File: config.mk
export PLATFORM = sky130hd
export DESIGN_NAME = dmem_ctrl_flat
export DESIGN_NICKNAME = d
export VERILOG_FILES = /design/src/rtl/dmem_ctrl_pkg.sv /design/src/rtl/dmem_ctrl_if.sv /design/src/rtl/dmem_ctrl_align.sv /design/src/rtl/dmem_ctrl.sv /design/src/flat_wrapper.sv
export SDC_FILE = /design/constraint.sdc
export NUM_CORES = 1
export LEC_CHECK = 0
export CAP_MARGIN = 0
export CORE_MARGIN = 5
export CORE_UTILIZATION = 35
export CTS_BUF_LIST = sky130_fd_sc_hd__clkbuf_2
export DETAILED_ROUTE_END_ITERATION = 12
export PLACE_DENSITY = 0.76
export SYNTH_ARGS = -nofsm -noshare
export SYNTH_HDL_FRONTEND = slang
export SYNTH_SLANG_ARGS = --single-unit
File: constraint.sdc
create_clock -name clk -period 4 [get_ports clk]
set_clock_uncertainty 0.2 [all_clocks]
set_input_delay 0.8 -clock clk [delete_from_list [all_inputs] [get_ports clk]]
set_output_delay 0.8 -clock clk [all_outputs]
set_load 0.01 [all_outputs]
File: src/rtl/dmem_ctrl_pkg.sv
// Shared types for the data-memory controller:
// width codes, FSM states and decode helpers.
package dmem_ctrl_pkg;

  localparam logic [2:0] DM_WORD   = 3'b000;
  localparam logic [2:0] DM_HALF   = 3'b001;
  localparam logic [2:0] DM_HALF_U = 3'b010;
  localparam logic [2:0] DM_BYTE   = 3'b011;
  localparam logic [2:0] DM_BYTE_U = 3'b100;

  typedef enum logic [1:0] {
    S_IDLE,
    S_WAIT,
    S_DONE
  } state_t;

  typedef enum logic [1:0] {
    W_WORD,
    W_HALF,
    W_BYTE
  } width_t;

  // Unused codes 101-111 fall back to word
  function automatic width_t width_of(
    input logic [2:0] d
  );
    width_t w;
    w = W_WORD;
    if (d == DM_HALF || d == DM_HALF_U)
      w = W_HALF;
    if (d == DM_BYTE || d == DM_BYTE_U)
      w = W_BYTE;
    return w;
  endfunction

  function automatic logic misaligned(
    input logic [2:0] d,
    input logic [1:0] off
  );
    logic m;
    m = 1'b0;
    if (width_of(d) == W_HALF)
      m = off[0];
    if (width_of(d) == W_WORD)
      m = |off;
    return m;
  endfunction

endpackage

File: src/rtl/dmem_ctrl_if.sv
// CPU-side and SRAM-side signal bundle.
// slave = controller view, master = CPU/SRAM view.
interface dmem_ctrl_if #(
  parameter int ADDR_W = 10
);
  logic              cpu_mem_r;
  logic              cpu_mem_w;
  logic [31:0]       cpu_addr;
  logic [31:0]       cpu_wdata;
  logic [2:0]        cpu_digit;
  logic [31:0]       cpu_rdata;
  logic              cpu_stall;
  logic              misalign_err;
  logic              ram_en;
  logic              ram_we;
  logic [ADDR_W-1:0] ram_addr;
  logic [31:0]       ram_wdata;
  logic [31:0]       ram_rdata;

  modport slave (
    input  cpu_mem_r, cpu_mem_w,
    input  cpu_addr, cpu_wdata, cpu_digit,
    output cpu_rdata, cpu_stall,
    output misalign_err,
    output ram_en, ram_we,
    output ram_addr, ram_wdata,
    input  ram_rdata
  );

  modport master (
    output cpu_mem_r, cpu_mem_w,
    output cpu_addr, cpu_wdata, cpu_digit,
    input  cpu_rdata, cpu_stall,
    input  misalign_err,
    input  ram_en, ram_we,
    input  ram_addr, ram_wdata,
    output ram_rdata
  );
endinterface

File: src/rtl/dmem_ctrl_align.sv
// Lane alignment: load extract/extend and
// sub-word store merge into an old word.
module dmem_ctrl_align
  import dmem_ctrl_pkg::*;
(
  input  logic [31:0] i_word,
  input  logic [31:0] i_wdata,
  input  logic [1:0]  i_off,
  input  logic [2:0]  i_digit,
  output logic [31:0] o_load,
  output logic [31:0] o_merge
);

  logic [31:0] w_sh;
  logic [7:0]  w_b;
  logic [15:0] w_h;
  logic        w_sgn;
  width_t      w_w;

  assign w_sh = i_word >> {i_off, 3'b000};
  assign w_b  = w_sh[7:0];
  assign w_h  = i_off[1] ? i_word[31:16]
                         : i_word[15:0];
  assign w_w  = width_of(i_digit);
  assign w_sgn = (i_digit == DM_BYTE)
              || (i_digit == DM_HALF);

  always_comb begin
    o_load = i_word;
    unique case (w_w)
      W_BYTE:
        o_load = {{24{w_sgn & w_b[7]}}, w_b};
      W_HALF:
        o_load = {{16{w_sgn & w_h[15]}}, w_h};
      default:
        o_load = i_word;
    endcase
  end

  always_comb begin
    o_merge = i_word;
    unique case (w_w)
      W_BYTE:
        o_merge[{i_off, 3'b000} +: 8] = i_wdata[7:0];
      W_HALF:
        if (i_off[1])
          o_merge[31:16] = i_wdata[15:0];
        else
          o_merge[15:0]  = i_wdata[15:0];
      default:
        o_merge = i_word;
    endcase
  end

endmodule

File: src/rtl/dmem_ctrl.sv
// Data-memory controller: FSM driving a word SRAM
// with read-modify-write for sub-word stores.
module dmem_ctrl
  import dmem_ctrl_pkg::*;
#(
  parameter int ADDR_W = 10
) (
  input  logic        clk,
  input  logic        rst,
  dmem_ctrl_if.slave  bus
);

  state_t      r_state;
  state_t      w_next;
  logic [31:0] r_rdata;
  logic        r_err;

  logic        w_req;
  logic        w_store;
  logic        w_word;
  logic        w_mis;
  logic        w_stall;
  logic        w_en;
  logic        w_we;
  logic [31:0] w_wdata;
  logic [31:0] w_load;
  logic [31:0] w_merge;
  logic        w_unused_addr;

  assign w_req   = bus.cpu_mem_r | bus.cpu_mem_w;
  assign w_store = bus.cpu_mem_w;
  assign w_word  = width_of(bus.cpu_digit) == W_WORD;
  assign w_mis   = misaligned(bus.cpu_digit,
                              bus.cpu_addr[1:0]);

  assign w_unused_addr = ^bus.cpu_addr[31:ADDR_W+2];

  dmem_ctrl_align u_align (
    .i_word  (bus.ram_rdata),
    .i_wdata (bus.cpu_wdata),
    .i_off   (bus.cpu_addr[1:0]),
    .i_digit (bus.cpu_digit),
    .o_load  (w_load),
    .o_merge (w_merge)
  );

  always_comb begin
    w_next  = r_state;
    w_stall = 1'b0;
    w_en    = 1'b0;
    w_we    = 1'b0;
    w_wdata = bus.cpu_wdata;
    unique case (r_state)
      S_IDLE: begin
        if (w_req) begin
          w_stall = 1'b1;
          if (w_mis) begin
            w_next = S_DONE;
          end else if (w_store && w_word) begin
            w_en   = 1'b1;
            w_we   = 1'b1;
            w_next = S_DONE;
          end else begin
            w_en   = 1'b1;
            w_next = S_WAIT;
          end
        end
      end
      S_WAIT: begin
        w_stall = 1'b1;
        w_next  = S_DONE;
        // Second half of read-modify-write
        if (w_store) begin
          w_en    = 1'b1;
          w_we    = 1'b1;
          w_wdata = w_merge;
        end
      end
      S_DONE:
        w_next = S_IDLE;
      default:
        w_next = S_IDLE;
    endcase
  end

  always_ff @(posedge clk or negedge rst) begin
    if (!rst) begin
      r_state <= S_IDLE;
      r_rdata <= 32'd0;
      r_err   <= 1'b0;
    end else begin
      r_state <= w_next;
      r_err   <= (r_state == S_IDLE)
              && w_req && w_mis;
      if (r_state == S_WAIT && !w_store)
        r_rdata <= w_load;
    end
  end

  assign bus.cpu_stall    = w_stall;
  assign bus.cpu_rdata    = r_rdata;
  assign bus.misalign_err = r_err;
  assign bus.ram_en       = w_en;
  assign bus.ram_we       = w_we;
  assign bus.ram_addr     = bus.cpu_addr[ADDR_W+1:2];
  assign bus.ram_wdata    = w_wdata;

endmodule
File: src/flat_wrapper.sv
// flat-port wrapper written by rule: the top's interface ports become plain ports
module dmem_ctrl_flat import dmem_ctrl_pkg::*;
#(
  parameter int ADDR_W = 10
)
  (clk, rst, bus_cpu_mem_r, bus_cpu_mem_w, bus_cpu_addr, bus_cpu_wdata, bus_cpu_digit, bus_cpu_rdata, bus_cpu_stall, bus_misalign_err, bus_ram_en, bus_ram_we, bus_ram_addr, bus_ram_wdata, bus_ram_rdata);
  dmem_ctrl_if #(.ADDR_W(ADDR_W)) bus_i ();
  input  logic clk;
  input  logic rst;
  input wire logic [$bits(bus_i.cpu_mem_r)-1:0] bus_cpu_mem_r;
  input wire logic [$bits(bus_i.cpu_mem_w)-1:0] bus_cpu_mem_w;
  input wire logic [$bits(bus_i.cpu_addr)-1:0] bus_cpu_addr;
  input wire logic [$bits(bus_i.cpu_wdata)-1:0] bus_cpu_wdata;
  input wire logic [$bits(bus_i.cpu_digit)-1:0] bus_cpu_digit;
  output wire logic [$bits(bus_i.cpu_rdata)-1:0] bus_cpu_rdata;
  output wire logic [$bits(bus_i.cpu_stall)-1:0] bus_cpu_stall;
  output wire logic [$bits(bus_i.misalign_err)-1:0] bus_misalign_err;
  output wire logic [$bits(bus_i.ram_en)-1:0] bus_ram_en;
  output wire logic [$bits(bus_i.ram_we)-1:0] bus_ram_we;
  output wire logic [$bits(bus_i.ram_addr)-1:0] bus_ram_addr;
  output wire logic [$bits(bus_i.ram_wdata)-1:0] bus_ram_wdata;
  input wire logic [$bits(bus_i.ram_rdata)-1:0] bus_ram_rdata;
  assign bus_i.cpu_mem_r = bus_cpu_mem_r;
  assign bus_i.cpu_mem_w = bus_cpu_mem_w;
  assign bus_i.cpu_addr = bus_cpu_addr;
  assign bus_i.cpu_wdata = bus_cpu_wdata;
  assign bus_i.cpu_digit = bus_cpu_digit;
  assign bus_cpu_rdata = bus_i.cpu_rdata;
  assign bus_cpu_stall = bus_i.cpu_stall;
  assign bus_misalign_err = bus_i.misalign_err;
  assign bus_ram_en = bus_i.ram_en;
  assign bus_ram_we = bus_i.ram_we;
  assign bus_ram_addr = bus_i.ram_addr;
  assign bus_ram_wdata = bus_i.ram_wdata;
  assign bus_i.ram_rdata = bus_ram_rdata;
  dmem_ctrl #(.ADDR_W(ADDR_W)) u_core (.clk(clk), .rst(rst), .bus(bus_i));
endmodule
==> results.cfg, run 1 <==
[clocking]
cts_buffers = 5
cts_tree = yes
cts_root_buf = clkbuf_2
cts.sinks = 35
clk_path_buf_depth = 2
insertion_delay_ns = 0.40
clkTransAtPathRegs_ns = 0.18
h-tree-depth = 2
cts_hold_buf = 0

[logic_synthesis]
synth_top_area_frac = 0.257
ys_warn_count = 0
synth_area_leader_cell = dfrtp_1
netlist_area_mm2 = 0.00341
synthArstFlopShare = 1.00
syn-num-nets = 514
seq_area_frac_synth = 0.257
syn_area_per_cell_um2 = 8.39
ys.flop_type = dfrtp_1
syn_inst = 406
synth_edf_count = 0
synth.area.top_cells = dfrtp_1 (26%), nand3_1 (6.9%), mux2_2 (5.3%)
postSynthRegisterBits = 35
synth.distinct_cells = 59

[worst_setup_path]
crit_path_end_kind = output port
r2r-end = u_core.bus.cpu_rdata[11]
critPathRequiredTime_ns = 3.00
crit_path_start = bus_cpu_digit[1]
path_buf_inv = 4
crit_fanout = 7
crit_family = buffers and inverters
startpoint_type = input port
worstSetupPathType = in -> out
reg2reg_depth = 3
path_cells = clkdlybuf4s50_1, buf_4, buf_4, xnor2_4, o31ai_4, a31o_4, a22o_1, clkdlybuf4s50_1
max_stage_delay_ns = 0.53
r2r_slack_ns = 1.93
slowest_stage = clkdlybuf4s50_1
cp.arrival_ns = 2.92
r2r-start = u_core.r_state[0]
path_depth = 8

[power_and_ir_drop]
powerDensity_mw_per_mm2 = 369
ir_drop_v = 0.000153
cellLeakagePower_nw = 2.33

[hold_path]
hold_start = u_core.bus.cpu_rdata[18]
holdPathStages = 2
whs_endpoint = u_core.bus.cpu_rdata[18]
min_path_type = reg -> reg

[layout]
nets = 690
final_layout_size_suffix_gt1_frac = 0.235
regArea_um2 = 876
diodes = 0
final_core_util = 0.566
area_growth_pct = 60.2
multi_input_area_mm2 = 0.00230
fillers = 905

[die]
ios = 181
die_w_um = 109
die_area_mm2 = 0.0118
core_area_mm2 = 0.00964
initial_utilization = 0.353
num_rows = 36
die_h_um = 109

[routing]
num_vias = 4205
firstDrtPassIters = 5
wl_per_cell_um = 20.4
postRouteAntennaNets = 0
post-route-drc-count = 0
drt_wl_total_mm = 14.6
viasPerCell = 5.87
drt_iter0_markers = 362

[sta]
setup_viol = 0
fin_crit_ns = 3.92
period_share = 0.980
timing.hold.ws_ns = 0.314
max_slew.worst_pin.slew_ns = 0.603
rsz0062_at_grt = true
fmax_ghz = 0.255
relSlewSlack = 0.598
maxSlewViolCount = 0
hold_violations = 0

[grt]
grtUsageTotal = 0.241
grt_pass1_wl_mm = 22.1
antenna_found_initial = 0
grt_pass1_vias = 4083
grt_max_degree = 37
overflow = 0

[flow_run]
max-cap-violations = 0

[placed_design]
dp_hpwl_mm = 11.4
place.gp.congestion = 0.921
port_buffers = 140

[run_status]
status = completed
==> logic make-up (layout without fill, tap and decap cells) <==
family | count (synthesis) | after routing | share of synthesized area
simple gates | 160 | 160 | 0.242
compound gates | 136 | 136 | 0.316
buf+inv | 49 | 226 | 0.0867
flops | 35 | 35 | 0.257
mux | 19 | 19 | 0.0691
fa+ha+maj | 6 | 6 | 0.0217
xor+xnor | 1 | 1 | 0.00808
==> synthesized netlist by cell type, drive strengths merged, types with 2 or more instances <==
library cell,instances
nand3,48
nor2,41
nand2,36
dfrtp,35
a21oi,34
buf,34
a22o,16
mux2,16
o221ai,15
nor2b,11
o21a,10
a221oi,9
a31oi,9
clkbuf,9
a221o,8
a21o,7
a222oi,7
a22oi,7
inv,6
ha,5
o21ai,5
o31ai,4
and3b,3
nand2b,3
nand3b,3
a211oi,2
mux4,2
nor3,2
nor3b,2
or2,2
or3b,2
==> through the flow <==
step,total power [mW],instances,setup slack [ns],cell area [um^2],TNS (ns)
finish,2.01,716,0.0809,5460,0
global route,2.13,716,-0.0114,5460,-0.0219
CTS,2.01,709,-0.170,5340,-1.38
detailed placement,1.78,697,-0.354,5200,-5.84
global placement,1.75,697,-0.328,5200,-5.36
floorplan,1.11,406,0.600,3410,0
==> routing by layer <==
metal  global-route usage  vias to the layer above  wire length [um]
met3               0.0474                       34              1520
met2                0.398                      292              6850
met4               0.0748                        0               349
met5                    0                        -                 0
li1                     -                     1895                 -
met1                0.317                     1984              5870
==> tightest hold or removal path, delay by kind of cell, from the launching register on <==
| family | cells | cell delay (ns) |
|---|---|---|
| DFF | 1 | 0.38 |
| and+or+nand+nor | 2 | 0.12 |
==> repair_timing <==
| action | 4_1_cts | 5_1_grt |
|---|---|---|
| endpoints found under the setup margin | 32 | 32 |
| setup buffers | 4 | 7 |
| pin swaps | 7 | 3 |
| gates resized for setup | 40 | 24 |
==> cell usage in the layout (no fill, tap or decap), types with 3 or more instances in the layout <==
master | Yosys | final
a221oi_1 | 9 | 9
nor2_1 | 40 | 40
dlymetal6s2s_1 | 0 | 12
a22oi_1 | 7 | 7
a31oi_1 | 9 | 6
a21oi_1 | 30 | 29
ha_1 | 5 | 3
o21a_1 | 10 | 10
nor2b_1 | 11 | 11
buf_12 | 0 | 3
o221ai_1 | 14 | 14
and3b_1 | 3 | 3
inv_1 | 6 | 3
buf_6 | 6 | 4
a222oi_1 | 7 | 7
dfrtp_1 | 35 | 35
a31oi_2 | 0 | 3
clkdlybuf4s15_2 | 0 | 7
nand2_1 | 36 | 36
a221o_1 | 8 | 8
nand2b_1 | 3 | 3
a22o_1 | 16 | 16
clkdlybuf4s50_1 | 0 | 112
nand3_1 | 47 | 47
a21oi_4 | 2 | 3
clkbuf_2 | 0 | 5
mux2_2 | 16 | 16
o31ai_1 | 3 | 3
buf_4 | 14 | 65
a21o_1 | 7 | 7
dlygate4sd2_1 | 0 | 7
==> flip-flops by register name, indices dropped and copies added (netlist names) <==
name                     count
u_core.bus.misalign_err      1
u_core.bus.cpu_rdata        32
u_core.r_state               2
==> final cells by class <==
type                            instances  area share
Inverter                                6     0.00482
Multi-Input combinational cell        322       0.421
Timing Repair Buffer                  212       0.370
Clock inverter                          3     0.00803
Clock buffer                            5     0.00459
Sequential cell                        35       0.161
Tap cell                              133      0.0305
==> report_power, final <==
part,internal (mW),switching [mW],total (mW)
Sequential,0.519,0.120,0.639
Clock,0.106,0.137,0.243
Combinational,0.636,0.497,1.13
==> worst max-delay path by stage <==
stage,end,slack (ns)
after floorplan,bus_ram_wdata[16],0.60
after global placement,bus_ram_wdata[20],-0.33
after detailed placement,bus_ram_wdata[20],-0.35
after CTS,bus_ram_wdata[15],-0.17
after global routing,bus_ram_wdata[3],-0.01
final,bus_ram_wdata[3],0.08
No activity file was read; power rests on OpenSTA's default activity.
==> run 2: changes to the inputs <==
--- a/config.mk
+++ b/config.mk
@@ -8,7 +8,6 @@
 export CAP_MARGIN = 0
 export CORE_MARGIN = 5
 export CORE_UTILIZATION = 35
-export CTS_BUF_LIST = sky130_fd_sc_hd__clkbuf_2
 export DETAILED_ROUTE_END_ITERATION = 12
 export PLACE_DENSITY = 0.76
 export SYNTH_ARGS = -nofsm -noshare
==> run 2 against run 1 <==
Via count decreased by 0.40%. Die area stayed put. Global-route usage about the same. Critical endpoint unchanged. Highest routed layer unchanged.
==> results.cfg, run 2 (synthesis gave the netlist of run 1 again) <==
[worst_setup_path]
crit_family = buffers and inverters
cp.arrival_ns = 2.93
critPathRequiredTime_ns = 3.00
path_buf_inv = 4
crit_path_end_kind = output port
path_cells = clkdlybuf4s50_1, buf_4, buf_4, xnor2_4, o31ai_4, a31o_4, a22o_1, clkdlybuf4s50_1
max_stage_delay_ns = 0.54
crit_fanout = 7
worstSetupPathType = in -> out
startpoint_type = input port
slowest_stage = clkdlybuf4s50_1

[power_and_ir_drop]
total_power_mw = 2.10
cellLeakagePower_nw = 2.35
combPwrFrac = 0.540
powerDensity_mw_per_mm2 = 382
p_sw_frac = 0.360
internal-power_mw = 1.34
clkPwrFrac = 0.155
ir_drop_v = 0.000158
netSwitchingPower_mw = 0.756
p_seq_frac = 0.306

[placed_design]
pre_cts_ws_ns = -0.354
place.gp.congestion = 0.921
placedCellCount = 697
dp_hpwl_mm = 11.4
port_buffers = 140

[grt]
antenna_found_initial = 0
grtUsageTotal = 0.240
overflow = 0
grt_pass1_wl_mm = 22.0
grt_pass1_vias = 4064
grt_max_degree = 37

[hold_path]
min_path_type = reg -> reg

[clocking]
clkTransAtPathRegs_ns = 0.07
h-tree-depth = 2
cts.sinks = 35
cts_hold_buf = 0
cts_root_buf = clkbuf_8
cts_tree = yes
insertion_delay_ns = 0.29
cts_buffers = 5
clk_path_buf_depth = 2

[layout]
nets = 690
final_core_util = 0.571
final_common_cell = clkdlybuf4s50_1
fillers = 897
area_growth_pct = 61.5
final_cell_mix = clkdlybuf4s50_1 (112), buf_4 (65), nand3_1 (47)
largest_register_ffs = 32
diodes = 0
fin_cells = 716
final_layout_size_suffix_gt1_frac = 0.235

[routing]
wl_per_cell_um = 20.3
postRouteAntennaNets = 0
drt_wl_total_mm = 14.5
drt_iter0_markers = 367
post-route-drc-count = 0
num_vias = 4188
viasPerCell = 5.85
firstDrtPassIters = 5

[sta]
hold_violations = 0
relSlewSlack = 0.590
fmax_ghz = 0.254
period_share = 0.983
max_slew.worst_pin.slew_ns = 0.615
fin_crit_ns = 3.93
setup_ws_ns = 0.0681
maxSlewViolCount = 0
setup_viol = 0
rsz0062_at_grt = true

[flow_run]
max-cap-violations = 0

[die]
die_w_um = 109
core_area_mm2 = 0.00964
initial_utilization = 0.353
die_area_mm2 = 0.0118
die_h_um = 109
num_rows = 36
ios = 181

[run_status]
status = completed
-- run 2: changes by cell type in the layout (fill, tap and decap cells not counted) --
cell / delta
clkbuf_8: +5
clkbuf_2: -5
-- run 2: cell type report --
type	count	area, um^2	area share
clock inverters	3	43.8	0.00796
multi-input cells	322	2300	0.418
inverters	6	26.3	0.00478
well taps	133	166	0.0303
clock buffers	5	68.8	0.0125
flip-flops and latches	35	876	0.159
repair buffers	212	2020	0.367
-- run 2: path summary, 6_finish.rpt --
kind                                           from                        to  slack, ns  depth (start not counted)
max in group asynchronous                       rst   u_core.bus.cpu_rdata[4]       2.53                          2
hold / removal             u_core.bus.cpu_rdata[18]  u_core.bus.cpu_rdata[18]       0.29                          2
hold reg to reg            u_core.bus.cpu_rdata[18]  u_core.bus.cpu_rdata[18]       0.29                          2
setup reg to reg                  u_core.r_state[0]  u_core.bus.cpu_rdata[11]       1.93                          3
setup / recovery                   bus_cpu_digit[1]          bus_ram_wdata[3]       0.07                          8
min in group asynchronous                       rst  u_core.bus.cpu_rdata[10]       0.74                          2
-- run 2: power groups by stage --
| stage | Combinational [mW] | Clock (mW) | Sequential, mW |
|---|---|---|---|
| 2_1_floorplan | 0.414 | 0 | 0.697 |
| 3_3_place_gp | 1.11 | 0 | 0.639 |
| 3_5_place_dp | 1.13 | 0 | 0.647 |
| 4_1_cts | 1.13 | 0.327 | 0.639 |
| 5_1_grt | 1.21 | 0.341 | 0.663 |
| 6_report | 1.13 | 0.325 | 0.642 |
-- run 2: worst reg2reg max path: stages, from the launching register on --
cell and delay [ns]:
dfrtp_1 0.54, or3b_1 0.50, a21oi_1 0.53, a21oi_1 0.16
-- run 2: timing repair --
action / in CTS / in global routing
cloned: 0 / 0
resized for setup: 40 / 24
buffers inserted: 4 / 7
endpoints found under the setup margin: 32 / 32
pin swaps: 7 / 3
-- run 2: layer usage --
layer,track usage,vias up,routed length (um)
met5,0,-,0
met4,0.0766,0,302
met3,0.0438,29,1520
met2,0.399,264,6890
met1,0.316,2000,5830
li1,-,1895,-
-- run 2: per-stage QoR --
stage,cell area [um^2],TNS (ns),hold WS [ns]
floorplan,3410,0,0.304
global placement,5200,-5.36,0.275
detailed placement,5200,-5.84,0.283
CTS,5390,-1.38,0.298
global route,5500,-0.0219,0.327
finish,5500,0,0.293
==> run 3: changes to the inputs <==
--- a/config.mk
+++ b/config.mk
@@ -6,10 +6,12 @@
 export NUM_CORES = 1
 export LEC_CHECK = 0
 export CAP_MARGIN = 0
+export CELL_PAD_IN_SITES_DETAIL_PLACEMENT = 0
+export CELL_PAD_IN_SITES_GLOBAL_PLACEMENT = 1
 export CORE_MARGIN = 5
-export CORE_UTILIZATION = 35
+export CORE_UTILIZATION = 30
 export DETAILED_ROUTE_END_ITERATION = 12
-export PLACE_DENSITY = 0.76
+export PLACE_DENSITY = 0.95
 export SYNTH_ARGS = -nofsm -noshare
 export SYNTH_HDL_FRONTEND = slang
 export SYNTH_SLANG_ARGS = --single-unit
==> constraint.sdc (replaced) <==
create_clock -name clk -period 4 [get_ports clk]
set_clock_uncertainty 0.2 [all_clocks]
set_input_delay 0.6 -clock clk [delete_from_list [all_inputs] [get_ports clk]]
set_output_delay 0.6 -clock clk [all_outputs]
set_load 0.01 [all_outputs]
==> run 3 against run 2 <==
Flip-flop and latch count unchanged. Clock power increased by 17%. Cell count decreased by 4.3%. First-iteration DRC count increased by 4.6%. Register-to-register slack got worse by 0.40 ns. Sequential power increased by 0.6%.
==> results.cfg, run 3 (synthesis gave the netlist of run 1 again) <==
[power_and_ir_drop]
p_seq_frac = 0.305
p_sw_frac = 0.357
internal-power_mw = 1.36
clkPwrFrac = 0.179
combPwrFrac = 0.516
cellLeakagePower_nw = 2.12
ir_drop_v = 0.000214
netSwitchingPower_mw = 0.756
powerDensity_mw_per_mm2 = 412

[clocking]
clkTransAtPathRegs_ns = 0.06
cts_hold_buf = 0
cts_tree = yes
h-tree-depth = 2
cts_root_buf = clkbuf_16
clk_path_buf_depth = 2
cts.sinks = 35
insertion_delay_ns = 0.28
cts_buffers = 5

[sta]
setup_viol = 0
hold_violations = 0
setup_ws_ns = 0.0960
max_slew.worst_pin.slew_ns = 1.03
maxSlewViolCount = 0
relSlewSlack = 0.313
rsz0062_at_grt = false
fin_crit_ns = 3.90
fmax_ghz = 0.256
period_share = 0.976

[die]
core_area_mm2 = 0.0113
ios = 181
die_area_mm2 = 0.0136
initial_utilization = 0.302
num_rows = 39
die_w_um = 117
die_h_um = 117

[worst_setup_path]
critPathRequiredTime_ns = 3.20
r2r-start = u_core.r_state[0]
r2r_slack_ns = 1.53
crit_fanout = 5
cp.arrival_ns = 3.10
startpoint_type = input port
worstSetupPathType = in -> out
reg2reg_depth = 4
r2r-end = u_core.bus.cpu_rdata[4]
crit_path_end_kind = output port

[run_status]
status = completed

[layout]
fin_cells = 685
final_core_util = 0.457
area_growth_pct = 51.1
multi_input_area_mm2 = 0.00225
largest_register_ffs = 32
diodes = 0
final_common_cell = clkdlybuf4s50_1
nets = 649
regArea_um2 = 876
final_cell_mix = clkdlybuf4s50_1 (129), nand3_1 (47), nor2_1 (40)
fillers = 1081
final_layout_size_suffix_gt1_frac = 0.142

[placed_design]
pre_cts_ws_ns = -0.00517
port_buffers = 140
place.gp.congestion = 0.909
placedCellCount = 674
dp_hpwl_mm = 11.0

[hold_path]
whs_endpoint = u_core.bus.cpu_rdata[19]
holdPathStages = 2
min_path_type = reg -> reg
hold_start = u_core.bus.cpu_rdata[19]

[routing]
wl_per_cell_um = 21.1
viasPerCell = 5.88
firstDrtPassIters = 7
num_vias = 4031
drt_wl_total_mm = 14.5
drt_iter0_markers = 384
postRouteAntennaNets = 0
post-route-drc-count = 0

[grt]
grt_pass1_wl_mm = 21.6
overflow = 0
grtUsageTotal = 0.204
grt_pass1_vias = 4021
antenna_found_initial = 0
grt_max_degree = 37

[flow_run]
max-cap-violations = 0
## run 3: changes by cell type in the layout (fill, tap and decap cells not counted), sizes merged
cell | previous run | this run
buf | 73 | 31
bufinv | 1 | 0
clkbuf | 5 | 6
clkdlybuf4s15 | 8 | 0
clkdlybuf4s50 | 112 | 129
clkinv | 2 | 1
dlygate4sd2 | 7 | 0
dlymetal6s2s | 12 | 11
inv | 5 | 6
## run 3: metrics by stage
step                      hold slack [ns]  TNS [ns]  area (um^2)  power (mW)
final                               0.297         0         5150        2.12
after global routing                0.314         0         5150        2.25
after CTS                           0.303         0         5090        2.13
after detailed placement            0.292  -0.00517         4940        1.75
after global placement              0.284         0         4940        1.72
after floorplan                     0.104         0         3410        1.11
## run 3: timing repair
action | in CTS | in global routing
setup buffers | 0 | 3
gates resized for setup | 1 | 12
setup endpoints to repair | 2 | 14
## run 3: worst max-delay path: stages
cell,delay [ns]
clkdlybuf4s50_1,0.47
inv_1,0.09
ha_1,0.31
or4bb_1,0.46
a21oi_4,0.22
nand2_1,0.09
a31oi_1,0.25
clkdlybuf4s50_1,0.60
## run 3: worst max-delay path by stage
stage,slack (ns),end,depth (start not counted),startpoint
5_1_grt,0.007,bus_ram_wdata[20],8,bus_cpu_addr[0]
2_1_floorplan,1.0,bus_ram_wdata[16],7,bus_cpu_addr[0]
4_1_cts,0.04,bus_ram_wdata[18],9,bus_cpu_addr[0]
6_report,0.1,bus_ram_wdata[22],8,bus_cpu_addr[1]
3_3_place_gp,0.02,bus_ram_wdata[17],9,bus_cpu_addr[1]
3_5_place_dp,-0.005,bus_ram_wdata[18],9,bus_cpu_addr[0]
## run 3: metal layers
metal / share of wire / global-route usage
met1: 0.38 / 0.254
met2: 0.46 / 0.318
met3: 0.13 / 0.0736
met4: 0.031 / 0.0910
met5: 0 / 0
## run 3: power groups by stage
stage	logic, mW	clock network (mW)	registers [mW]
detailed placement	1.10	0	0.651
finish	1.09	0.379	0.646
CTS	1.10	0.384	0.645
floorplan	0.414	0	0.697
global route	1.18	0.404	0.665
global placement	1.08	0	0.643
## run 3: layout make-up
cell class,instances,area share
inverter,6,0.00438
clock buffer,6,0.0250
tap,143,0.0348
sequential,35,0.170
multi-input combinational,322,0.438
timing repair buffer,171,0.325
clock inverter,2,0.00243
